**config.mk**
```make
export PLATFORM = sky130hd
export DESIGN_NAME = qos_dispatcher
export DESIGN_NICKNAME = d
export VERILOG_FILES = /design/src/rtl/qos_dispatcher.sv
export SDC_FILE = /design/constraint.sdc
export NUM_CORES = 1
export LEC_CHECK = 0
export ABC_CLOCK_PERIOD_IN_PS = 41400
export CAP_MARGIN = 15
export CORE_MARGIN = 2
export CORE_UTILIZATION = 40
export DETAILED_ROUTE_END_ITERATION = 10
export GPL_ROUTABILITY_DRIVEN = 0
export HOLD_SLACK_MARGIN = 0.06
export PLACE_DENSITY = 0.59
export SLEW_MARGIN = 20
export SYNTH_ARGS = -nofsm -noshare
export SYNTH_HDL_FRONTEND = slang
export SYNTH_SLANG_ARGS = --single-unit
```
**constraint.sdc**
```tcl
create_clock -name clock -period 41.4 [get_ports clock]
set_input_delay 8.28 -clock clock [delete_from_list [all_inputs] [get_ports clock]]
set_output_delay 8.28 -clock clock [all_outputs]
set_load 0.02 [all_outputs]
```
**src/rtl/qos_dispatcher.sv**
```systemverilog
// qos_dispatcher: strict-priority packet buffer drain with priority-replace on overflow
module qos_dispatcher #(
  parameter int DEPTH = 6,
  parameter int PW    = 2
) (
  input  logic          clock,
  input  logic          rst_n,
  input  logic          in_valid,
  input  logic [PW-1:0] in_packet,
  input  logic          out_req,
  output logic          out_valid,
  output logic [PW-1:0] outputted_packet,
  output logic [11:0]   transmitted,
  output logic [11:0]   dropped,
  output logic [3:0]    current,
  output logic          empty,
  output logic          full
);
  logic          run;
  logic [PW-1:0] mem [DEPTH];
  logic [PW-1:0] mid [DEPTH];
  logic [PW-1:0] nxt [DEPTH];
  logic [PW-1:0] max_v, min_v;
  logic [3:0]    max_i, min_i, cnt1, cnt_n;
  logic          pop, push, drop;
  assign empty = current == 4'd0;
  assign full  = current == 4'(DEPTH);
  // next slot contents: pop the oldest maximum, then append or replace the oldest minimum
  always_comb begin
    pop = run && out_req && current != 4'd0;
    max_v = '0;
    max_i = '0;
    for (int i = DEPTH - 1; i >= 0; i--)
      if (4'(i) < current && mem[i] >= max_v) begin
        max_v = mem[i];
        max_i = 4'(i);
      end
    for (int i = 0; i < DEPTH - 1; i++) mid[i] = (pop && 4'(i) >= max_i) ? mem[i+1] : mem[i];
    mid[DEPTH-1] = pop ? '0 : mem[DEPTH-1];
    cnt1 = pop ? current - 4'd1 : current;
    min_v = '1;
    min_i = '0;
    for (int i = DEPTH - 1; i >= 0; i--)
      if (4'(i) < cnt1 && mid[i] <= min_v) begin
        min_v = mid[i];
        min_i = 4'(i);
      end
    push = run && in_valid;
    drop = push && cnt1 == 4'(DEPTH);
    nxt = mid;
    cnt_n = cnt1;
    if (push && !drop) begin
      for (int i = 0; i < DEPTH; i++) if (4'(i) == cnt1) nxt[i] = in_packet;
      cnt_n = cnt1 + 4'd1;
    end else if (drop && in_packet > min_v) begin
      for (int i = 0; i < DEPTH - 1; i++) if (4'(i) >= min_i) nxt[i] = mid[i+1];
      nxt[DEPTH-1] = in_packet;
    end
  end
  // state update; run holds off operation until the first edge after reset release
  always_ff @(posedge clock or negedge rst_n)
    if (!rst_n) begin
      run <= 1'b0;
      out_valid <= 1'b0;
      outputted_packet <= '0;
      transmitted <= '0;
      dropped <= '0;
      current <= '0;
      for (int i = 0; i < DEPTH; i++) mem[i] <= '0;
    end else begin
      run <= 1'b1;
      out_valid <= pop;
      if (pop) outputted_packet <= max_v;
      if (pop) transmitted <= transmitted + 12'd1;
      if (drop) dropped <= dropped + 12'd1;
      current <= cnt_n;
      mem <= nxt;
    end
endmodule

```
# Word-level counts from Yosys, hierarchy flattened
# Cells that the tools add are included.
# classes
add_sub_neg,4
multipliers,0
div,0
order_cmp,35
eq_ne,7
shifts,0
muxes,45
n_bitwise,0
reduce_logical,27
# ops
cell,n
$mux 2,29
$mux 4,12
$add 12x1->12 const B,2
$mux 12,2
$logic_and 1x1->1,23
$ge 1x4->1 const A,4
$ge 2x4->1 const A,4
$lt 1x4->1 const A,4
$lt 2x4->1 const A,4
$lt 3x4->1 const A,4
$ge 2x2->1,5
$le 2x2->1,5
$eq 2x4->1 const A,2
$eq 3x4->1 const A,2
$eq 4x3->1 const B,2
$ge 3x4->1 const A,2
$logic_not 4->1,2
$mux 3,2
$add 4x1->4 const B,1
$eq 1x4->1 const A,1
$reduce_bool 4->1,1
$sub 4x1->4 const B,1
$ge 2x1->1 const B,1
$gt 2x2->1,1
2 further kinds,2
# totals
regBits,44
latchBits,0
mem_bits_rw,0
mem_bits_ro,0
output_inout_bits,33
word_cells,130
memories,0

# Longest topological paths before layout
# logic_depth
depth_word,40
ltp_mapped,84
ltp_nobuf,80

# Worst setup path before layout
# No wires, ideal clock.
# synth_timing
path_kind,input to register
startpoint,input port out_req
endpoint,register mem[11] in the netlist's numbering
setup_ps,126
arrival_time_ps,16320
required_ps,41274
slack_ps,24954
stages,52
path_buffers,4
path_cell_list,nand2_1 > a21o_1 > buf_2 > a211o_1 > a22o_2 > a21boi_0 > ha_1 > nor2b_1 > o21ai_0 > and3_1 > buf_6 > nand2b_4 > nor2_1 > nor2_1 > inv_1 > ha_1 > nor2b_1 > o21ai_0 > [... 16 more ...] > buf_2 > nor2b_1 > inv_1 > o221a_1 > nand2_1 > ha_1 > nor2b_1 > o21ai_0 > o21ai_4 > inv_1 > nor2_1 > o2bb2ai_1 > a211oi_1 > ha_1 > a2111oi_4 > a21boi_2 > nor3_1 > a221o_1
# synth_lines
item,line,source
from (decl),10,"input logic out_req,"
to (signal assigned),77,mem <= nxt;
to (decl),20,logic [PW-1:0] mem [DEPTH];

==> out/qor.csv <==
metric,value,unit
post_drt_via_cell_ratio,5.38,
start_kind,input pin,
setup_viol,0,
clockRootBuffer,clkbuf_8,
insertion_delay,0.29,ns
crit_type,input pin to register,
synth-edff-count,0,
hold_path_class,register to register,
ios,39,
fillers,862,
die_area,9680,um2
first_pass_iters,4,
drive_gt1_share,10.4,%
status,completed,
clk_pin_slew,0.08,ns
dp_cells,532,
grt_max_degree,45,
worstPathMaxFanout,20,
max_slew_margin,37.1,%
yosys_register_bits,44,
syn2layout_area_growth,14.9,%
grt_pass1_wl,13700,um
io_buffers,38,
num_vias,2900,
tns,0,ns
netlist_area,3560,um2
path_buf_inv,5,
cts_tree,done,
rows,34,
register_area,1100,um2
hold_viol,0,
finalMaxSlewViolations,0,
start_util,41.0,%
rsz0062_at_grt,false,
syn_area_per_cell,9.02,um2
die_w,98.4,um
drt_iter0_drc,144,
cts_hold_buffers,0,
multi_input_area,2280,um2
overflow,0,
cts_max_level,2,
yosysWarnings,0,
antenna_found_initial,0,
yosysUniqueCellTypes,75,
worstPathArrival,18.85,ns
grt_usage,17.2,%
finClkSkew,0.0107,ns
hpwl,6510,um
drcViolationCount,0,
core_area,8680,um2
ant_nets,0,
cts.path.max_buffers,2,
final_nets,465,
synth_top_area_share,30.9,%
fp.dieH,98.4,um
cp-end-kind,register,
synthFlopType,dfrtp_1,
cts_setup_buffers,0,
cts.sinks,44,
layout_common_cells,"dfrtp_1, nand2_1, clkdlybuf4s50_1",
timing.hold.ws,0.477,ns
ys_top_cells_by_area,"dfrtp_1, ha_1, xnor2_1, nand2_1, inv_1",
max_freq,53.5,MHz
synth_top_cell_by_area,dfrtp_1,
post-route-period-util,45.1,%
insertedDiodeCount,0,
cpMaxStageDelayCell,a21o_1,
mostFrequentLayoutCell,dfrtp_1,
cp.required,41.57,ns
async_reset_ff_share,100,%
syn_nets,429,
grt_pass1_vias,2741,
critPathTopFamily,compound AO/OA/AOI/OAI gates,
cpPeakStageDelay,0.60,ns
wl_per_cell,15.3,um
timing.final.crit_period,18.68,ns
synth_cells,395,
tightestPinTransition,0.943,ns
cts-resized-gates,0,
final_core_util,47.2,%
drv_cap,0,
ys_seq_area_share,30.9,%
fin_cells,539,
drt-total-wl,8220,um
numCtsBuffers,5,
area by class of cell:
| cell class | instances | share of cell area, % |
|---|---|---|
| well taps | 108 | 3.30 |
| clock buffers | 5 | 1.68 |
| clock inverters | 2 | 0.306 |
| repair buffers | 38 | 9.17 |
| multi-input cells | 310 | 55.7 |
| flip-flops and latches | 44 | 26.9 |
| inverters | 32 | 2.93 |
cells in the mapped netlist (3+ instances only):
cell type  number
o2bb2ai_1       3
or2_2           5
nor2_1         27
a31oi_1         6
buf_2           4
and3_1          6
xor2_1          6
mux2i_1         9
o21ai_0        20
xnor2_1        21
nor3_1          6
nand2_1        42
nand3_1        13
and2_1          6
o221ai_1        4
o31ai_1         3
buf_6           3
a21o_1          4
ha_1           28
inv_1          31
nor2b_1         9
mux2_2          5
nand2b_1        6
a21oi_1        11
dfrtp_1        44
o21ai_1         4
nand4_1        10
cell families after synthesis:
family / count (synthesis) / share of synthesized area (%)
AO/OA/AOI/OAI: 94 / 20.7
XOR/XNOR: 27 / 6.64
adder cells (fa/ha/maj): 28 / 9.84
buffers and inverters: 41 / 5.09
flip-flops: 44 / 30.9
multiplexers: 18 / 5.94
other: 1 / 0.105
AND/OR/NAND/NOR: 142 / 20.8
metal layers:
metal	vias up	global-route usage [%]	part of all wire [%]	wire, um
met2	55	26.7	44	3650
met5	-	0	0	0
met1	1365	25.9	51	4180
met4	0	4.00	1.0	85
li1	1475	-	-	-
met3	5	1.72	3.7	303
path summary, 6_finish.rpt:
path,from,endpoint,slack [ns],depth (start not counted)
max in group asynchronous,rst_n,dropped[9],32.68,1
min in group asynchronous,rst_n,run,8.12,1
setup reg to reg,current[3],mem[11],25.86,76
hold reg to reg,dropped[11],dropped[11],0.48,1
setup / recovery,out_req,mem[11],22.72,49
hold / removal,dropped[11],dropped[11],0.48,1
per-stage QoR:
step	cell area [um2]	setup slack, ns
after floorplan	3560	24.95
after global placement	4010	22.76
after detailed placement	4010	22.49
after CTS	4090	22.74
after global routing	4090	21.74
final	4090	22.72
flip-flops by register name (all words and copies together) (netlist names):
signal            cells
transmitted          12
mem                  12
current               4
dropped              12
outputted_packet      2
out_valid             1
run                   1
Power is not shown: default switching activity piles up to over one toggle a cycle in this logic, so the estimate is an artifact.
==> variant: new RTL, same flow settings <==
`DEPTH`: 6 -> 7.
--- a/src/rtl/qos_dispatcher.sv
+++ b/src/rtl/qos_dispatcher.sv
@@ -1,5 +1,5 @@
 // qos_dispatcher: strict-priority packet buffer drain with priority-replace on overflow
 module qos_dispatcher #(
-  parameter int DEPTH = 6,
+  parameter int DEPTH = 7,
   parameter int PW    = 2
 ) (
Function: changed (a bounded check fails within 10 cycles, from zero or initial values and one cycle with rst_n low).
==> variant against the original RTL <==
- sequential cell count grew 2
- design area grew 13%
- critical path depth grew 9
- synthesized area grew 13%
- wire length grew 27%
- die area grew 13%
- hold slack lost 2.1 ps
- worst setup slack lost 2500 ps
- register-to-register slack lost 3800 ps
- critical path type unchanged
Power is not shown: default switching activity piles up to over one toggle a cycle in this logic, so the estimate is an artifact.
==> variant: results (changes against the original RTL) <==
status completed; Skew-Pair Late Insertion Delay 310 ps (+20 ps); Slew HR 47.5% (+10 points); clk root buf clkbuf_8; final setup skew 11.9 ps (+1.22 ps); dominant cells by area after synthesis dfrtp_1 29%, ha_1 9.3%, nand2_1 4.9%, xnor2_1 4.1%, o21ai_0 3.3%; Filler cells 990 (+15%); DR vias/cell 5.67 (+5.5%); RR Endpoint mem[3]; CP Max Fanout 19 (-5.0%); Layout Area Growth over Synthesis 14.9% (about the same); vias in the first global route 3302 (+20%); FFs w/ async S/R, synth 100% (unchanged); register area share after synthesis 28.5% (-2.4 points); Warnings, synthesis 0 (unchanged); first-pass GRT wire length 16.7 mm (+22%); largest net degree at the start of global routing 47 (+4.4%); Largest regs mem: 14 flops, dropped: 12 flops, transmitted: 12 flops; DR WL/cell 16.3 µm (+6.6%); placed wire-length estimate 8.16 mm (+25%); drt initial violations 168 (+17%); ys flop type dfrtp_1; GR Util All Layers 18.8% (+1.6 points); Buffers on Ports 38 (unchanged); Reg2Reg Depth 88 (+16%); worst min path class reg -> reg; drt pass-1 iters 5 (+1); worst r2r src current[1]; commonest cells in the netlist 53 x nand2_1, 46 x dfrtp_1, 35 x nor2_1, 30 x ha_1, 28 x inv_1; max reg flops 14; crit path from out_req; share of post-route cells with drive strength above 1 9.06% (-1.4 points); post_cts resized 0 (unchanged); synth unique cells 73 (-2.7%); worst reg2reg setup slack 22060 ps (-3800 ps); Synthesized Nets 506 (+18%); Final #Nets 543 (+17%); critical path's slowest cell clkinv_1
==> variant: cell count changes in the layout (fill, tap and decap cells not counted), sizes merged, moves of 5 or more <==
| cell | before | now |
|---|---|---|
| or2 | 7 | 1 |
| nand2 | 42 | 54 |
| nor2 | 30 | 35 |
| nand3 | 13 | 18 |
| o21ai | 26 | 40 |
| o211ai | 0 | 7 |
| a21oi | 13 | 26 |
==> variant: cells by family after synthesis <==
family,after synthesis,share of synthesized area [%]
AO/OA/AOI/OAI,141,26.8
XOR/XNOR,26,5.65
adder cells (fa/ha/maj),30,9.31
buffers and inverters,41,4.62
flip-flops,46,28.5
multiplexers,11,3.23
other,1,0.0930
AND/OR/NAND/NOR,174,21.8
==> variant: layout make-up <==
class / count / area [µm²] / area share (%)
tap: 133 / 166 / 3.59
timing repair buffer: 40 / 393 / 8.48
clock inverter: 3 / 43.8 / 0.945
multi-input combinational: 383 / 2700 / 58.2
sequential: 46 / 1150 / 24.8
inverter: 31 / 116 / 2.51
clock buffer: 5 / 68.8 / 1.48
==> variant: how the worst min path moves through the flow <==
stage                                   start                  end  slack [ps]
after floorplan                        mem[0]               mem[0]         540
after global placement    outputted_packet[1]  outputted_packet[1]         450
after detailed placement      transmitted[11]      transmitted[11]         470
after CTS                     transmitted[11]      transmitted[11]         480
after global routing      outputted_packet[1]  outputted_packet[1]         510
final                         transmitted[11]      transmitted[11]         470
==> variant: critical path, delay by kind of cell <==
kind	cells	cell delay (ps)
simple gates	20	3160
buf+inv	6	1490
xor+xnor	1	550
compound gates	23	5390
fa+ha+maj	8	2500
==> variant: per-stage QoR <==
| step | instance area (µm²) | instances | setup slack (ps) |
|---|---|---|---|
| after floorplan | 4030 | 470 | 22710 |
| after global placement | 4520 | 633 | 20460 |
| after detailed placement | 4520 | 633 | 20050 |
| after CTS | 4630 | 641 | 20240 |
| after global routing | 4640 | 641 | 19110 |
| final | 4640 | 641 | 20170 |
==> variant: layer usage <==
layer	wire length (µm)	vias to the layer above	part of all wire (%)	global-route usage (%)
li1	-	1791	-	-
met4	240	0	2.3	6.66
met5	0	-	0	0
met3	485	22	4.7	2.26
met2	4820	122	46	30.2
met1	4880	1702	47	26.1
